<file path="src/rtl/keypad_scanner.sv">
// 4x4 active-low matrix keypad scanner: walks a one-cold column pattern, debounces
// the first row seen low on the driven column, and reports one event per press.
module keypad_scanner #(
    parameter int SCAN_CYCLES     = 8,
    parameter int DEBOUNCE_CYCLES = 20000
) (
    input  logic       clk,
    input  logic       reset,
    input  logic [3:0] rows,
    output logic [3:0] cols,
    output logic       key_valid,
    output logic [3:0] key_code,
    output logic       key_held
);

    localparam int DWELL_W = $clog2(SCAN_CYCLES);
    localparam int COUNT_W = $clog2(DEBOUNCE_CYCLES);

    localparam logic [DWELL_W-1:0] DWELL_LAST = DWELL_W'(SCAN_CYCLES - 1);
    localparam logic [DWELL_W-1:0] DWELL_ONE  = DWELL_W'(1);
    localparam logic [COUNT_W-1:0] COUNT_LAST = COUNT_W'(DEBOUNCE_CYCLES - 1);
    localparam logic [COUNT_W-1:0] COUNT_ONE  = COUNT_W'(1);

    typedef enum logic [1:0] {
        SCAN,
        DEBOUNCE,
        HELD,
        RELEASE
    } state_t;

    state_t             state, state_next;
    logic [1:0]         col_idx, col_idx_next;
    logic [1:0]         row_idx, row_idx_next;
    logic [DWELL_W-1:0] dwell, dwell_next;
    logic [COUNT_W-1:0] count, count_next;
    logic [3:0]         cols_next;
    logic               key_valid_next;
    logic [3:0]         key_code_next;
    logic               key_held_next;

    logic [1:0]         col_after;
    logic               any_low;
    logic [1:0]         low_idx;
    logic               captured_low;

    function automatic logic [3:0] col_pattern(input logic [1:0] idx);
        return ~(4'b0001 << idx);
    endfunction

    // Lowest-numbered low row wins when several keys share the driven column.
    always_comb begin
        any_low = (rows != 4'hF);
        if (!rows[0])
            low_idx = 2'd0;
        else if (!rows[1])
            low_idx = 2'd1;
        else if (!rows[2])
            low_idx = 2'd2;
        else
            low_idx = 2'd3;
    end

    assign captured_low = ~rows[row_idx];
    assign col_after    = col_idx + 2'd1;

    always_ff @(posedge clk or negedge reset) begin
        if (!reset) begin
            state     <= SCAN;
            col_idx   <= 2'd0;
            row_idx   <= 2'd0;
            dwell     <= '0;
            count     <= '0;
            cols      <= 4'b1110;
            key_valid <= 1'b0;
            key_code  <= 4'h0;
            key_held  <= 1'b0;
        end else begin
            state     <= state_next;
            col_idx   <= col_idx_next;
            row_idx   <= row_idx_next;
            dwell     <= dwell_next;
            count     <= count_next;
            cols      <= cols_next;
            key_valid <= key_valid_next;
            key_code  <= key_code_next;
            key_held  <= key_held_next;
        end
    end

    // Leaving DEBOUNCE or RELEASE for SCAN always moves on to the following column.
    always_comb begin
        state_next     = state;
        col_idx_next   = col_idx;
        row_idx_next   = row_idx;
        dwell_next     = dwell;
        count_next     = count;
        cols_next      = cols;
        key_valid_next = 1'b0;
        key_code_next  = key_code;
        key_held_next  = key_held;

        case (state)
            SCAN: begin
                if (dwell == DWELL_LAST) begin
                    dwell_next = '0;
                    if (any_low) begin
                        row_idx_next = low_idx;
                        count_next   = '0;
                        state_next   = DEBOUNCE;
                    end else begin
                        col_idx_next = col_after;
                        cols_next    = col_pattern(col_after);
                    end
                end else begin
                    dwell_next = dwell + DWELL_ONE;
                end
            end

            DEBOUNCE: begin
                if (!captured_low) begin
                    col_idx_next = col_after;
                    cols_next    = col_pattern(col_after);
                    dwell_next   = '0;
                    state_next   = SCAN;
                end else if (count == COUNT_LAST) begin
                    key_valid_next = 1'b1;
                    key_code_next  = {row_idx, col_idx};
                    key_held_next  = 1'b1;
                    state_next     = HELD;
                end else begin
                    count_next = count + COUNT_ONE;
                end
            end

            HELD: begin
                if (!captured_low) begin
                    count_next = '0;
                    state_next = RELEASE;
                end
            end

            RELEASE: begin
                if (captured_low) begin
                    state_next = HELD;
                end else if (count == COUNT_LAST) begin
                    key_held_next = 1'b0;
                    col_idx_next  = col_after;
                    cols_next     = col_pattern(col_after);
                    dwell_next    = '0;
                    state_next    = SCAN;
                end else begin
                    count_next = count + COUNT_ONE;
                end
            end

            default: begin
                state_next = SCAN;
            end
        endcase
    end

endmodule

</file>
<file path="config.mk">
export PLATFORM = sky130hd
export DESIGN_NAME = keypad_scanner
export DESIGN_NICKNAME = d
export VERILOG_FILES = /design/src/rtl/keypad_scanner.sv
export SDC_FILE = /design/constraint.sdc
export NUM_CORES = 1
export LEC_CHECK = 0
export ABC_CLOCK_PERIOD_IN_PS = 4300
export BUFFER_PORTS_ARGS = -buffer_cell sky130_fd_sc_hd__clkbuf_2
export CAP_MARGIN = 0
export CORE_ASPECT_RATIO = 0.8
export CORE_UTILIZATION = 30
export DETAILED_ROUTE_END_ITERATION = 6
export GPL_TIMING_DRIVEN = 0
export PLACE_DENSITY = 0.51
export SYNTH_ARGS = -nofsm -noshare
export SYNTH_HDL_FRONTEND = slang
export SYNTH_SLANG_ARGS = --single-unit
</file>
<file path="constraint.sdc">
create_clock -name clk -period 4.3 [get_ports clk]
set_input_delay 0.645 -clock clk [delete_from_list [all_inputs] [get_ports clk]]
set_output_delay 0.645 -clock clk [all_outputs]
set_load 0.02 [all_outputs]
</file>
Word-level counts from Yosys, hierarchy flattened
Index checks and enable logic that the tools add are counted.
{ "classes": {"n_addsub": 3, "n_lt_le_gt_ge": 1, "eq_ne": 17, "shift": 1, "n_mux": 45, "bitwise": 2, "reduce_logical": 10} }
{ "op_table": {"columns": ["op", "count"], "rows": [
  ["15-bit 2-to-1 mux", 6],
  ["15-bit case mux with 4 select lines", 1],
  ["2-bit 2-to-1 mux", 14],
  ["4-bit 2-to-1 mux", 5],
  ["2-bit != test (second input constant)", 9],
  ["15-bit by 1-bit adder with 15-bit output (second input constant)", 1],
  ["15-bit == test (second input constant)", 1],
  ["5-bit AND reduction", 3],
  ["3-bit 2-to-1 mux", 4],
  ["4-bit case mux with 3 select lines", 1],
  ["1-bit 2-to-1 mux", 9],
  ["3-bit case mux with 3 select lines", 1],
  ["2-bit case mux with 4 select lines", 1],
  ["3-bit != test (second input constant)", 2],
  ["2-bit case mux with 3 select lines", 1],
  ["3-bit AND reduction", 2],
  ["6-bit AND reduction", 1],
  ["2-bit == test (second input constant)", 2],
  ["4-bit != test (second input constant)", 1],
  ["4-bit inverter", 1],
  ["4-bit AND reduction", 1],
  ["1-bit by 2-bit left shift with 4-bit output (first input constant)", 1],
  ["3-bit by 1-bit adder with 3-bit output (second input constant)", 1],
  ["3-bit == test (second input constant)", 1],
  ["9 further kinds", 9]
]} }
{ "word_totals": {"regBits": 34, "input_bits": 6, "output_inout_bits": 10, "wordCells": 88} }

Longest topological paths before layout
{ "logic_depth": {"word_depth": 6, "depth_mapped": 7, "depth_no_buf": 7} }

Worst setup path after synthesis
Ideal clock, no wire load.
{ "synth_timing": {"kind": "input to register", "from": "in rows[3]", "to": "reg key_code[0]", "setup_time_ns": 0.125, "arrival_ns": 2.105, "required_time_ns": 4.175, "setup_slack_ns": 2.070, "path_stages": 4, "n_path_buf": 1, "path_cell_list": "mux4_2 > buf_2 > nor3_1 > mux2_2"} }
{ "synth_between": {"elab_chain_len": 4} }
{ "synth_lines": {"columns": ["element", "line_no", "source"], "rows": [
  ["from (decl)", "9", "input logic [3:0] rows,"],
  ["1-bit binary-select mux with 2-bit select", "63", "assign captured_low = ~rows[row_idx];"],
  ["1-bit 2-to-1 mux (implied by the code)", "63", null],
  ["1-bit inverter (no source line)", null, null],
  ["3-bit AND reduction (no source line)", null, null],
  ["to (signal assigned)", "85", "key_code <= key_code_next;"],
  ["to (decl)", "12", "output logic [3:0] key_code,"]
]} }
No other way between the ends. The select of a mux whose other input is x is not followed.
A chain may end at the register's enable or synchronous reset.

Worst setup path after layout
{ "layout_timing": {"from": "reg count[0]", "to": "reg col_idx[1]"} }
{ "layout_between": {"elab_chain_len": 3} }
{ "layout_lines": {"columns": ["element", "line_no", "source"], "rows": [
  ["from (decl)", "35", "logic [COUNT_W-1:0] count, count_next;"],
  ["from (signal assigned)", "82", "count <= count_next;"],
  ["15-bit == test", "145", "end else if (count == COUNT_LAST) begin"],
  ["2-bit != test (no source line)", null, null],
  ["6-bit AND reduction (no source line)", null, null],
  ["to (signal assigned)", "79", "col_idx <= col_idx_next;"],
  ["to (decl)", "32", "logic [1:0] col_idx, col_idx_next;"]
]} }
No other way between the ends.

==> flow_metrics.env <==
export IMPL_ios=16
export IMPL_end_kind="flip-flop"
export IMPL_syn_inst=194
export IMPL_area_growth_pct=14.77
export IMPL_grt_pass1_vias=1412
export IMPL_gp_congestion=0.7541
export IMPL_status="completed"
export IMPL_vias=1531
export IMPL_max_freq_mhz=433.1
export IMPL_die_h_um=74.40
export IMPL_fin_crit_sh_pct=53.69
export IMPL_hold_buffers=0
export IMPL_layout_drive_gt1_share_pct=20.28
export IMPL_peakVddDrop_mv=0.1176
export IMPL_cp_top_family="simple AND/OR/NAND/NOR gates"
export IMPL_syn_area_per_cell_um2=10.13
export IMPL_grt_usage_pct=14.07
export IMPL_cts_htree_levels=2
export IMPL_dieArea_um2=6882
export IMPL_clock_sinks=34
export IMPL_postCtsSetupBuffers=0
export IMPL_synthesis_area_um2=1966
export IMPL_grt_pass1_wl_mm=7.320
export IMPL_synth_flop_cell="dfrtp_1"
export IMPL_cp_data_arrival_time_ns=2.49
export IMPL_hp_class="primary input to asynchronous set/reset pin"
export IMPL_path_buf_inv=0
export IMPL_cpMaxStageDelayCell="a221oi_4"
export IMPL_synth_edf_count=0
export IMPL_cts_root_buffer="clkbuf_8"
export IMPL_dp_slack_ns=1.738
export IMPL_ys_ff_latch=34
export IMPL_drt_vias_per_instance=5.138
export IMPL_drtIter0Drc=134
export IMPL_finalCriticalPeriod_ns=2.309
export IMPL_stdcell_count=298
export IMPL_path_max_fanout=7
export IMPL_std_cell_rows=25
export IMPL_worstSetupPathType="flip-flop to flip-flop"
export IMPL_cts_buffer_depth=2
export IMPL_grt_overflow=0
export IMPL_finalSetupViolCount=0
export IMPL_worst_slew_pin_slew_ns=0.8756
export IMPL_tns_ns=0
export IMPL_power_mw=0.7302
export IMPL_rsz0062_at_grt="no"
export IMPL_yosysWarnings=0
export IMPL_hold_viol_final=0
export IMPL_final_nets=229
export IMPL_syn_nets=207
export IMPL_synthDistinctLibCells=45
export IMPL_path_depth=5
export IMPL_clk_latency_ns=0.29
export IMPL_dp_hpwl_mm=3.073
export IMPL_path_cells="ha_1, and4_1, nand4_1, a221oi_4, mux2_1"
export IMPL_cp_required_ns=4.48
export IMPL_worst_path_largest_cell_delay_ns=0.60
export IMPL_numCtsBuffers=5
export IMPL_p_leak_nw=0.9747
export IMPL_drtPass1Iterations=4
export IMPL_portBuffers=15
export IMPL_numPlacedInstances=290
export IMPL_antenna_cells=0
export IMPL_antenna_found_initial=0
export IMPL_path_clk_slew_ns=0.07
export IMPL_die_x_um=92.50
export IMPL_async_flop_share_pct=100.0
export IMPL_route_detailed_drc=0
export IMPL_reg2reg_depth=5
export IMPL_grt_max_degree=35
export IMPL_start_kind="flip-flop"
export IMPL_antenna_left=0
export IMPL_drv_slew=0
export IMPL_cap_violations=0
export IMPL_cts_tree="yes"
export IMPL_drt_wl_total_mm=4.217
export IMPL_initial_core_util_pct=32.23
export IMPL_fin_skew_ns=0.006215
export IMPL_cts_resized=0
export IMPL_p_per_area_nw_per_um2=323.7
export IMPL_relSlewSlack_pct=41.63
export IMPL_core_um2=6100
export IMPL_ys_seq_area_share_pct=43.48
export IMPL_wire_per_inst_um=14.15
export IMPL_setup_slack_ns=1.991
-- stage by stage --
step | utilization, % | instance area (µm²) | hold WS (ns)
after floorplan | - | 1966 | 0.3494
after global placement | 35.12 | 2142 | 0.4548
after detailed placement | 35.12 | 2142 | 0.4590
after CTS | 36.98 | 2256 | 0.4698
after global routing | 36.98 | 2256 | 0.4957
final | 36.98 | 2256 | 0.4569
-- final cells by class --
| class | instances | area, µm² |
|---|---|---|
| Tap cell | 81 | 101.3 |
| Clock inverter | 3 | 45.04 |
| Sequential cell | 34 | 854.6 |
| Inverter | 13 | 48.80 |
| Multi-Input combinational cell | 139 | 1020 |
| Fill cell | 637 | 3844 |
| Clock buffer | 5 | 68.82 |
| Buffer | 8 | 42.54 |
| Timing Repair Buffer | 15 | 75.07 |
-- synthesized netlist by cell type (5+ instances only) --
| cell | number | area share, % |
|---|---|---|
| nand2b_1 | 9 | 2.9 |
| mux2i_1 | 9 | 4.6 |
| nand2_1 | 22 | 4.2 |
| nand3_1 | 7 | 1.8 |
| o21ai_0 | 8 | 2.0 |
| nor4_1 | 5 | 1.6 |
| nand4_1 | 6 | 1.9 |
| dfrtp_1 | 31 | 39 |
| ha_1 | 7 | 4.5 |
| nor2_1 | 8 | 1.5 |
| mux2_2 | 6 | 3.4 |
| or4_1 | 5 | 1.9 |
| inv_1 | 13 | 2.5 |
-- cells in the final DEF (no fill, tap or decap), drive strengths merged, types with 3 or more instances in the layout --
master and n:
or4 5, o221ai 3, nor2 8, mux2i 9, and4 3, nand4 6, nor3 3, nand3 7
mux2 7, clkbuf 24, nor4 6, dfstp 3, a21oi 3, inv 13, dfrtp 31, buf 4
nand2 22, nor4b 4, o21ai 8, ha 7, nand2b 9, nor2b 3
-- report_power, final --
group          leakage, nW  switching (mW)  internal [mW]  total [mW]
Sequential           0.444          0.0252          0.338       0.363
Combinational        0.481          0.0413         0.0287      0.0699
Clock               0.0504           0.125          0.172       0.297
Total                0.975           0.192          0.539       0.730
-- cells by family (layout without fill, tap and decap cells) --
group / count (synthesis) / after routing / synth area share (%)
buffers and inverters: 21 / 44 / 4.646
flip-flops: 34 / 34 / 43.48
AND/OR/NAND/NOR: 82 / 82 / 23.49
AO/OA/AOI/OAI: 31 / 31 / 13.30
multiplexers: 17 / 17 / 9.739
adder cells (fa/ha/maj): 7 / 7 / 4.456
XOR/XNOR: 2 / 2 / 0.8913
-- path summary, 6_finish.rpt --
path	to	slack (ns)	from
max	col_idx[1]	1.99	count[0]
min	count[14]	0.46	reset
max reg2reg	col_idx[1]	1.99	count[0]
min reg2reg	cols[3]	0.47	cols[3]
max in group asynchronous	cols[0]	3.29	reset
min in group clk	cols[3]	0.47	cols[3]
-- registers in the layout, summed over array words and instances (netlist names), named ones only --
| name | flops |
|---|---|
| count | 15 |
| cols | 4 |
| key_code | 4 |
| dwell | 3 |
| col_idx | 2 |
| row_idx | 2 |
| key_held | 1 |
| key_valid | 1 |
| state | 1 |
-- worst reg2reg max path: cells and delay by family (launching register included) --
kind                       cells  cell delay [ns]
AOI/OAI and AO/OA              1             0.61
and+or+nand+nor                2             0.60
DFF                            1             0.39
muxes                          1             0.36
adders and majority gates      1             0.25
-- per-layer routing --
layer / vias to the layer above / wire length (µm) / track usage [%]
li1: 769 / - / -
met1: 722 / 2341 / 22.03
met2: 33 / 1585 / 18.11
met3: 7 / 224 / 3.374
met4: 0 / 65 / 5.382
met5: - / 0 / 0
(Power assumes the default switching activity.)
